**config.mk**
```make
export PLATFORM = sky130hd
export DESIGN_NAME = mem_stage
export DESIGN_NICKNAME = d
export VERILOG_FILES = /design/src/rtl/mem_stage.sv
export SDC_FILE = /design/constraint.sdc
export NUM_CORES = 1
export LEC_CHECK = 0
export ABC_AREA = 1
export ABC_CLOCK_PERIOD_IN_PS = 2200
export CAP_MARGIN = 20
export CELL_PAD_IN_SITES_DETAIL_PLACEMENT = 2
export CELL_PAD_IN_SITES_GLOBAL_PLACEMENT = 2
export CORE_MARGIN = 4
export CORE_UTILIZATION = 23
export CTS_CLUSTER_DIAMETER = 150
export DETAILED_ROUTE_END_ITERATION = 12
export PLACE_DENSITY_LB_ADDON = 0.3
export SETUP_SLACK_MARGIN = 0.5
export SYNTH_ARGS = -nofsm -noshare
export SYNTH_HDL_FRONTEND = slang
export SYNTH_SLANG_ARGS = --single-unit
```
**constraint.sdc**
```tcl
create_clock -name clk -period 2.2 [get_ports clk]
set_clock_uncertainty 0.2 [all_clocks]
set_input_delay 0.44 -clock clk [delete_from_list [all_inputs] [get_ports clk]]
set_output_delay 0.44 -clock clk [all_outputs]
set_load 0.05 [all_outputs]
```
**src/rtl/mem_stage.sv**
```systemverilog
// Memory-access stage after the ALU: runs req/ack data-memory accesses for ldr/str,
// passes every other op straight to writeback and resolves beq as a branch-taken pulse.
module mem_stage #(
  parameter int RD_W    = 3,
  parameter int TIMEOUT = 15
) (
  input  logic            clk,
  input  logic            rst,
  input  logic            in_valid,
  output logic            in_ready,
  input  logic [3:0]      in_op,
  input  logic [15:0]     in_alu_out,
  input  logic            in_zero,
  input  logic [15:0]     in_store_data,
  input  logic [RD_W-1:0] in_rd,
  output logic            mem_req,
  output logic            mem_we,
  output logic [15:0]     mem_addr,
  output logic [15:0]     mem_wdata,
  input  logic            mem_ack,
  input  logic [15:0]     mem_rdata,
  output logic            wb_valid,
  output logic [15:0]     wb_data,
  output logic [RD_W-1:0] wb_rd,
  output logic            wb_reg_write,
  output logic            br_taken,
  output logic            mem_err
);

  // Opcode encoding shared with the rest of the cpu_16bit datapath.
  localparam logic [3:0] OP_ADD  = 4'd0;
  localparam logic [3:0] OP_ADDI = 4'd1;
  localparam logic [3:0] OP_SUB  = 4'd2;
  localparam logic [3:0] OP_AND  = 4'd3;
  localparam logic [3:0] OP_OR   = 4'd4;
  localparam logic [3:0] OP_XOR  = 4'd5;
  localparam logic [3:0] OP_NOT  = 4'd6;
  localparam logic [3:0] OP_SLT  = 4'd7;
  localparam logic [3:0] OP_LSL  = 4'd8;
  localparam logic [3:0] OP_LSR  = 4'd9;
  localparam logic [3:0] OP_LDR  = 4'd10;
  localparam logic [3:0] OP_STR  = 4'd11;
  localparam logic [3:0] OP_BEQ  = 4'd12;

  localparam logic [7:0] CNT_LAST = 8'(TIMEOUT - 1);

  typedef enum logic {S_IDLE, S_WAIT} state_t;

  state_t          r_state;
  state_t          w_state_next;
  logic [7:0]      r_cnt;
  logic [RD_W-1:0] r_rd;
  logic            r_is_ldr;

  logic w_accept;
  logic w_is_mem;
  logic w_alu_write;
  logic w_timeout;

  assign in_ready    = (r_state == S_IDLE);
  assign w_accept    = in_valid && in_ready;
  assign w_is_mem    = (in_op == OP_LDR) || (in_op == OP_STR);
  assign w_alu_write = (in_op == OP_ADD) || (in_op == OP_ADDI) || (in_op == OP_SUB) ||
                       (in_op == OP_AND) || (in_op == OP_OR)   || (in_op == OP_XOR) ||
                       (in_op == OP_NOT) || (in_op == OP_SLT)  || (in_op == OP_LSL) ||
                       (in_op == OP_LSR);
  assign w_timeout   = !mem_ack && (r_cnt == CNT_LAST);

  always_ff @(posedge clk) begin
    if (rst) r_state <= S_IDLE;
    else     r_state <= w_state_next;
  end

  always_comb begin
    w_state_next = r_state;
    case (r_state)
      S_IDLE: if (w_accept && w_is_mem) w_state_next = S_WAIT;
      S_WAIT: if (mem_ack || w_timeout) w_state_next = S_IDLE;
      default: w_state_next = S_IDLE;
    endcase
  end

  always_ff @(posedge clk) begin
    if (rst) begin
      mem_req      <= 1'b0;
      mem_we       <= 1'b0;
      mem_addr     <= '0;
      mem_wdata    <= '0;
      wb_valid     <= 1'b0;
      wb_data      <= '0;
      wb_rd        <= '0;
      wb_reg_write <= 1'b0;
      br_taken     <= 1'b0;
      mem_err      <= 1'b0;
      r_cnt        <= '0;
      r_rd         <= '0;
      r_is_ldr     <= 1'b0;
    end else begin
      // Retire and branch signals are single-cycle pulses.
      wb_valid     <= 1'b0;
      wb_reg_write <= 1'b0;
      br_taken     <= 1'b0;
      case (r_state)
        S_IDLE: begin
          if (w_accept && w_is_mem) begin
            mem_req   <= 1'b1;
            mem_addr  <= in_alu_out;
            mem_we    <= (in_op == OP_STR);
            mem_wdata <= (in_op == OP_STR) ? in_store_data : 16'h0000;
            r_rd      <= in_rd;
            r_is_ldr  <= (in_op == OP_LDR);
            r_cnt     <= '0;
          end else if (w_accept) begin
            wb_valid     <= 1'b1;
            wb_data      <= in_alu_out;
            wb_rd        <= in_rd;
            wb_reg_write <= w_alu_write;
            br_taken     <= (in_op == OP_BEQ) && in_zero;
          end
        end
        S_WAIT: begin
          if (mem_ack) begin
            mem_req      <= 1'b0;
            wb_valid     <= 1'b1;
            wb_rd        <= r_rd;
            wb_data      <= r_is_ldr ? mem_rdata : 16'h0000;
            wb_reg_write <= r_is_ldr;
          end else if (w_timeout) begin
            mem_req  <= 1'b0;
            mem_err  <= 1'b1;
            wb_valid <= 1'b1;
            wb_rd    <= r_rd;
            wb_data  <= 16'h0000;
          end else begin
            r_cnt <= r_cnt + 8'd1;
          end
        end
        default: ;
      endcase
    end
  end

endmodule

```
**Word level (Yosys, flattened, before mapping)**

Index checks and enable logic that the tools add are counted.

- Equal/unequal tests: 19
- Multiplexer cells: 32
- $add $sub $neg: 1
- Bitwise gates (word level): 3
- Reduce and logical (&&, ||, !) cells: 23

Operators by type and width:

| cell | count |
|---|---|
| 16-bit two-way mux | 6 |
| 16-bit case mux with 2 select lines | 1 |
| 8-bit two-way mux | 3 |
| 4-bit equality test, second input constant | 5 |
| 4-bit by 3-bit equality test with 1-bit output, second input constant | 4 |
| 8-bit case mux with 2 select lines | 1 |
| 1-bit two-way mux | 12 |
| 3-bit two-way mux | 4 |
| 1-bit logical OR | 11 |
| 3-bit AND reduction | 3 |
| 8-bit by 1-bit adder with 8-bit output, second input constant | 1 |
| 4-bit by 2-bit equality test with 1-bit output, second input constant | 2 |
| 8-bit by 4-bit equality test with 1-bit output, second input constant | 1 |
| 1-bit case mux with 2 select lines | 4 |
| 2-bit != test, second input constant | 3 |
| 3-bit case mux with 2 select lines | 1 |
| 4-bit by 1-bit equality test with 1-bit output, second input constant | 1 |
| 1-bit logical AND | 4 |
| 4-bit zero test | 1 |
| 2-bit by 1-bit != test with 1-bit output, second input constant | 2 |
| 2-bit AND reduction | 2 |
| 4-bit OR reduction | 1 |
| 3-bit by 2-bit != test with 1-bit output, second input constant | 1 |
| 1-bit NOT | 3 |
| 1-bit zero test | 1 |

- Output and inout port bits: 58
- Logic and storage cells: 92
- Input bits: 60
- Register bits after elaboration: 70

**Logic depth before layout (Yosys ltp)**

Gate-level depths: netlist (run 1).

- Depth after elaboration: 13
- Depth in mapped cells: 10
- Mapped depth without buffers: 8

**Worst setup path before layout (run 1)**

Ideal clock, no wire load.

- Path kind: reg-to-reg
- Start point: register r_cnt[0]
- End point: register r_cnt[2]
- Path buffers: 1
- Clock period less this slack: 1,573 ps
- Library setup time: 115 ps
- Data required time: 1,885 ps
- Slack: 627 ps
- Stages on the path, launching flop included: 9
- Arrival time: 1,258 ps
- Cell sequence: dfxtp_1 inv_1 ha_1 nand3_1 o21bai_4 nand2_1 buf_6 a21oi_1 nor2_1

- Cells in the longest elaborated chain, start to end: 4
- Elaborated cells between the ends (all ways): 8
- Classes of those cells: add/sub: 1; eq/ne: 2; mux: 3; reduce/logical: 2

Ends and longest elaborated chain:

| element | RTL line | text |
|---|---|---|
| start: declaration | 51 | `logic [7:0] r_cnt;` |
| start signal: assignment | 135 | `r_cnt <= r_cnt + 8'd1;` |
| 8-bit by 1-bit adder with 8-bit output / 8-bit by 4-bit equality test with 1-bit output (equally long branches) | 135, 67 |  |
| 8-bit two-way mux / 1-bit logical AND (equally long branches) | 128, 67 |  |
| 8-bit two-way mux / 2-bit != test (equally long branches) | -- |  |
| 8-bit case mux with 2 select lines / 3-bit AND reduction (equally long branches) | -- |  |

Several ways; a longest one is shown, not always the timed one. The select of a mux whose other input is x is not followed.
A chain may end at the register's enable or synchronous reset.

**Worst setup path after layout (run 1)**

- Start point: register r_state
- End point: output in_ready

- Cells in the longest elaborated chain, start to end: 1

Ends and longest elaborated chain:

| element | RTL line | text |
|---|---|---|
| start: declaration | 49 | `state_t r_state;` |
| start signal: assignment | 71 | `else r_state <= w_state_next;` |
| 1-bit NOT (no line) | -- |  |
| end: declaration | 10 | `output logic in_ready,` |

Every way passes these cells.

==> reports/summary.txt, run 1 <==
Synth area leaders: dfxtp_1 47%, nand2_1 13%, nand3_1 8.3%
Grt ovf: 0
WS Path Type: reg -> out
Antenna diodes: 0
Peak supply drop: 361 uV
Die area: 0.0147 sq mm
CTS tree: done
Tcrit/Tclk final: 0.782
Layout cells sized above 1: 0.271
Row cnt: 41
Post-Synthesis Cells: 407
DRC Markers: 0
Vias in the first global route: 3,730
CTS clk-pin slew, worst paths: 0.06 ns
Post-synthesis area per instance: 7.26 sq um
Ports: 118
Fmax: 0.581 GHz
CTS buffer count: 9
GRT Resource Usage Total: 0.174
RePlAce Congestion: 0.757
Synthesized flop and latch total: 70
Slowest cell on the critical path: dfxtp_4
Clk Latency, worst-skew pair: 0.33 ns
Largest area contributor in the netlist: dfxtp_1
Worst r2r src: r_state$_SDFF_PP0_
Initial Util: 0.234
Final wirelength: 13,000 microns
Max Cap Viol: 0
Vias: 3,334
Hold Crit Depth: 1
Hold Worst Slack: 0.237 ns
Unique cell type count in the Yosys netlist: 24
Tightest Hold Check Type: reg -> reg
R2r setup slk: 0.49 ns
Clock sink count: 70
RSZ-0062 raised after global routing: yes
Slowest stage delay, CP: 0.38 ns
DP Wirelength: 8470 microns
Largest net degree at the start of global routing: 27
Worst setup margin: 0.480 ns
Hold_buf cts: 0
DRT iter0 DRCs: 100
Crit. End Element: output pin
Status: completed
Final setup violation count: 0
Vert. Die Dim: 121 microns
Routed Antenna Nets: 0
CP Cell Sequence: clkinv_4 > buf_8 > buf_8
Cell Area, Synth: 0.00295 sq mm
CP Launch Type: register
RR Endpoint: wb_data[15]$_SDFFE_PP0P_
Antenna violations before repair: 0
WL/cell: 17.9 microns
Final Hold Fails: 0
Post-place setup slack: -0.0539 ns
Core Box Area: 0.0126 sq mm
CP required: 1.56 ns
Via/cell ratio: 4.60
Power Density: 692 mW/mm^2
Pre-Repair DR Iteration Count: 4
Sequential cell area fraction in the yosys report: 0.475
Tmin final: 1.72 ns
Most common cell after layout, fill and taps aside: nand2_1
Fin. max-slew vios: 0
Syn-to-layout area delta: 63.0%
First-pass GRT wire length: 19,800 microns
Die X: 121 microns
Worst hold path endpoint: r_cnt[0]$_SDFFE_PP0P_
Buffer and inverter count on the worst path: 3
CP delay by family, top: flip-flops
Slew margin rel.: 0.756
Top-area cell type share of the netlist area: 0.475
Cells on worst reg2reg path: 10
# nets final: 611
Top cell by count, worst path: buf_8
# H-tree levels: 3
Crit Path Max Fanout: 3
Post-Syn Nets: 469
Ys Warns: 0
Worst slew pin tran: 0.366 ns
HP Start: r_cnt[0]$_SDFFE_PP0P_
Commonest non-fill, non-tap cells in the layout: 89 x nand2_1, 65 x dfxtp_1, 53 x clkdlybuf4s50_1
CTS root buffer: clkbuf_16
Number of buffers added on ports: 117
CTS Buffer Depth: 2
Worst EP arrival: 1.08 ns
Pleak: 2.26 nW
-- area by class of cell --
cell class	instances	area (sq um)
Timing Repair Buffer	154	1340
Clock buffer	11	243
Multi-Input combinational cell	286	1440
Clock inverter	4	47.5
Inverter	28	118
Fill cell	1471	7810
Tap cell	172	215
Sequential cell	70	1410
-- synthesized netlist by cell type, drive strengths merged --
library cell and instances:
o21ai 37, inv 27, dfxtp 70, clkbuf 13
nand4 2, buf 12, a21oi 30, or2 1
nor3b 1, nor2 58, o21bai 1, clkinv 1
nor4 1, a22o 1, nor3 1, nand3 49
nand2 100, ha 2
-- per-layer routing --
layer	GRT usage	share of wire	vias to the layer above
li1	-	-	1601
met3	0.0382	0.040	13
met2	0.301	0.50	79
met1	0.211	0.44	1641
met4	0.0588	0.016	0
met5	0	0	-
-- where the power goes --
group / internal (mW) / total [mW] / switching (mW)
registers: 1.31 / 1.33 / 0.0253
clock network: 0.898 / 1.44 / 0.546
logic: 0.224 / 0.553 / 0.329
-- through the flow --
stage	setup TNS [ns]	cell area, sq um	total power, mW	utilization	std cells
detailed placement	-0.177	4330	1.89	0.343	689
global placement	0	4330	1.87	0.343	689
finish	0	4810	3.33	0.381	725
global route	0	4810	3.47	0.381	725
floorplan	0	2950	1.63	-	407
CTS	0	4820	3.35	0.382	717
-- state kept, by name (all words and copies together), names as in the netlist, 3 cells and up --
name and cells:
wb_data 16, mem_addr 16, r_cnt 8, mem_wdata 16, r_rd 3, wb_rd 3
-- cell families after synthesis --
logic type                 count (synthesis)  share of synthesized area
and+or+nand+nor                          213                      0.310
buffers and inverters                     53                     0.0843
adders and majority gates                  2                    0.00847
DFF                                       70                      0.475
AOI/OAI and AO/OA                         69                      0.123
-- how the worst max path moves through the flow --
stage                                    from  slack [ns]  cells past startpoint                    end
CTS                 mem_addr[15]$_SDFFE_PP0P_        0.46                      1           mem_addr[15]
finish                     r_state$_SDFF_PP0_        0.48                      3               in_ready
global placement                     in_op[3]        0.03                      8  r_cnt[6]$_SDFFE_PP0P_
global route               r_state$_SDFF_PP0_        0.42                      9  wb_rd[2]$_SDFFE_PP0P_
detailed placement                   in_op[3]       -0.05                      8  r_cnt[6]$_SDFFE_PP0P_
floorplan               r_cnt[0]$_SDFFE_PP0P_        0.63                      8  r_cnt[2]$_SDFFE_PP0P_
-- timing repair --
item / CTS / global route
cloned: 3 / 1
pin swaps: 5 / 5
setup endpoints to repair: 116 / 94
buffers inserted: 10 / 7
hold endpoints to repair: 0 / 0
resized for setup: 206 / 96
(Power assumes the default switching activity.)
==> run 2, diff against run 1 <==
--- a/config.mk
+++ b/config.mk
@@ -6,7 +6,7 @@
 export NUM_CORES = 1
 export LEC_CHECK = 0
 export ABC_AREA = 1
-export ABC_CLOCK_PERIOD_IN_PS = 2200
+export ABC_CLOCK_PERIOD_IN_PS = 1600
 export CAP_MARGIN = 20
 export CELL_PAD_IN_SITES_DETAIL_PLACEMENT = 2
 export CELL_PAD_IN_SITES_GLOBAL_PLACEMENT = 2
==> constraint.sdc (replaced) <==
create_clock -name clk -period 1.6 [get_ports clk]
set_clock_uncertainty 0.2 [all_clocks]
set_input_delay 0.32 -clock clk [delete_from_list [all_inputs] [get_ports clk]]
set_output_delay 0.32 -clock clk [all_outputs]
set_load 0.05 [all_outputs]
==> run 2 against run 1 <==
  * The flow now finishes with violations (negative setup slack)
  * Critical path depth rose by 4
  * Routed wire length rose by 76%
  * Sequential share of layout area fell by 7.3 points
  * Critical path type is now reg -> reg
  * Design area rose by 46%
  * Hold slack improved by 0.026 ns
  * Combinational power rose by 120%
  * Largest power group unchanged
  * Utilization rose by 18 points
  * Sequential power rose by 39%
  * Sequential cell count did not move
  * Via count rose by 19%
==> reports/summary.txt, run 2 (synthesis gave the netlist of run 1 again) <==
CP Launch Type: register
Tcrit/Tclk final: 1.22
Die X: 121 microns (unchanged)
Tightest Hold Check Type: in -> reg
Clock sink count: 70 (unchanged)
Final Hold Fails: 0 (unchanged)
Placed cell count: 708 (+2.8%)
# nets final: 668 (+9.3%)
Biggest registers after layout: mem_addr x16, mem_wdata x16, wb_data x16
DRC Markers: 0 (unchanged)
GRT Resource Usage Total: 0.247 (+0.0729)
Fmax: 0.513 GHz
WL/cell: 29.2 microns (+63%)
Ports: 118 (unchanged)
Failing checks: negative setup slack
Pre-Repair DR Iteration Count: 5 (+1)
CP required: 1.66 ns (+0.10 ns)
Vias: 3,966 (+19%)
Fin. max-slew vios: 0 (unchanged)
CP Cell Sequence: nor2_1 > nand2_1 > o21bai_4 > buf_8 > buf_6 > nand3_2 > a21oi_1
Antenna diodes: 0 (unchanged)
Tmin final: 1.95 ns
Worst setup margin: -0.349 ns (-0.829 ns)
CTS clk-pin slew, worst paths: 0.07 ns (about the same)
First-pass GRT wire length: 26,800 microns (+35%)
Crit Path Max Fanout: 5 (+2)
Worst EP arrival: 2.01 ns (+0.93 ns)
Core Box Area: 0.0126 sq mm (unchanged)
Peak supply drop: 860 uV (+140%)
Antenna violations before repair: 0 (unchanged)
Slowest stage delay, CP: 0.33 ns (-0.05 ns)
# H-tree levels: 3 (unchanged)
Initial Util: 0.234 (unchanged)
Syn-to-layout area delta: 138%
Routed Antenna Nets: 0 (unchanged)
Worst slew pin tran: 0.398 ns (+0.0320 ns)
CTS Buffer Depth: 2 (unchanged)
Clk Latency, worst-skew pair: 0.36 ns (+0.03 ns)
Vias in the first global route: 4,382 (+17%)
Slew margin rel.: 0.732 (-0.0242)
RePlAce Congestion: 0.731 (-3.4%)
Power, Total: 5.09 mW (+53%)
Most common cell after layout, fill and taps aside: nand2_1
Post-place setup slack: -0.470 ns (-0.416 ns)
CTS root buffer: clkbuf_16
CTS tree: done
Number of buffers added on ports: 117 (unchanged)
Crit. End Element: register
Grt ovf: 0 (unchanged)
DP Wirelength: 9400 microns (+11%)
Non-Filler Instances: 782 (+7.9%)
Final setup violation count: 69 (+69)
Die area: 0.0147 sq mm (unchanged)
DRT iter0 DRCs: 214 (+110%)
Row cnt: 41 (unchanged)
Commonest non-fill, non-tap cells in the layout: 79 x nand2_1, 69 x buf_12, 53 x clkdlybuf4s50_1
WS Path Type: reg -> reg
Final wirelength: 22,800 microns (+76%)
Power Density: 724 mW/mm^2 (+4.7%)
RSZ-0062 raised after global routing: yes
Via/cell ratio: 5.07 (+10%)
Layout cells sized above 1: 0.585 (+0.314)
Slowest cell on the critical path: dfxtp_1
CTS buffer count: 9 (unchanged)
Status: finished with violations
Vert. Die Dim: 121 microns (unchanged)
Largest net degree at the start of global routing: 23 (-15%)
Pleak: 2.86 nW (+27%)
Max Cap Viol: 0 (unchanged)
-- run 2: worst max-delay path, delay by kind of cell, from the launching register on --
family,cells,cell delay [ns]
buffers and inverters,2,0.34
AOI/OAI and AO/OA,2,0.54
and+or+nand+nor,3,0.43
DFF,1,0.33
-- run 2: worst paths after layout --
path                                    end  cells past startpoint  slack, ns                 startpoint
hold / removal          br_taken$_SDFF_PP0_                      3       0.26                   in_op[1]
hold reg to reg   mem_wdata[6]$_SDFFE_PP0P_                      2       0.30  mem_wdata[6]$_SDFFE_PP0P_
setup reg to reg      r_cnt[4]$_SDFFE_PP0P_                      7      -0.35      r_cnt[4]$_SDFFE_PP0P_
setup / recovery      r_cnt[4]$_SDFFE_PP0P_                      7      -0.35      r_cnt[4]$_SDFFE_PP0P_
-- run 2: what timing repair did --
item	in CTS	in global routing
pin swaps	32	47
setup endpoints to repair	128	128
gates resized for setup	137	118
buffers inserted	29	20
hold buffers	0	0
gates cloned	8	2
-- run 2: power by group --
| part | leakage, nW | switching (mW) | internal [mW] | total, mW |
|---|---|---|---|---|
| clock network | 0.133 | 0.916 | 1.13 | 2.05 |
| logic | 2.12 | 0.626 | 0.564 | 1.19 |
| registers | 0.606 | 0.0766 | 1.78 | 1.85 |
| total | 2.86 | 1.62 | 3.47 | 5.09 |
-- run 2: per-stage QoR --
step                utilization  hold slack [ns]  cell area (sq um)  TNS (ns)
global placement          0.418            0.253               5280    -21.62
detailed placement        0.418            0.265               5280    -25.90
global route              0.557            0.269               7030    -13.47
floorplan                     -            0.189               3190         0
finish                    0.557            0.263               7030     -9.82
CTS                       0.503            0.225               6350    -0.126
-- run 2: area by class of cell --
| class | count | area (sq um) |
|---|---|---|
| clock buffer | 14 | 264 |
| clock inverter | 1 | 5.00 |
| fill | 1238 | 5590 |
| inverter | 28 | 128 |
| multi-input combinational | 285 | 2000 |
| sequential | 70 | 1550 |
| tap | 172 | 215 |
| timing repair buffer | 212 | 2870 |
-- run 2: per-layer routing --
layer / GRT usage / part of all wire
met1: 0.274 / 0.36
met2: 0.458 / 0.53
met3: 0.0401 / 0.047
met4: 0.107 / 0.061
met5: 0 / 0
==> run 3, diff against run 2 <==
--- a/config.mk
+++ b/config.mk
@@ -14,8 +14,10 @@
 export CORE_UTILIZATION = 23
 export CTS_CLUSTER_DIAMETER = 150
 export DETAILED_ROUTE_END_ITERATION = 12
+export HOLD_SLACK_MARGIN = 0.02
 export PLACE_DENSITY_LB_ADDON = 0.3
 export SETUP_SLACK_MARGIN = 0.5
+export SLEW_MARGIN = 20
 export SYNTH_ARGS = -nofsm -noshare
 export SYNTH_HDL_FRONTEND = slang
 export SYNTH_SLANG_ARGS = --single-unit
==> results of run 3 <==
The final DEF is identical to that of run 2; final timing and power are the same.
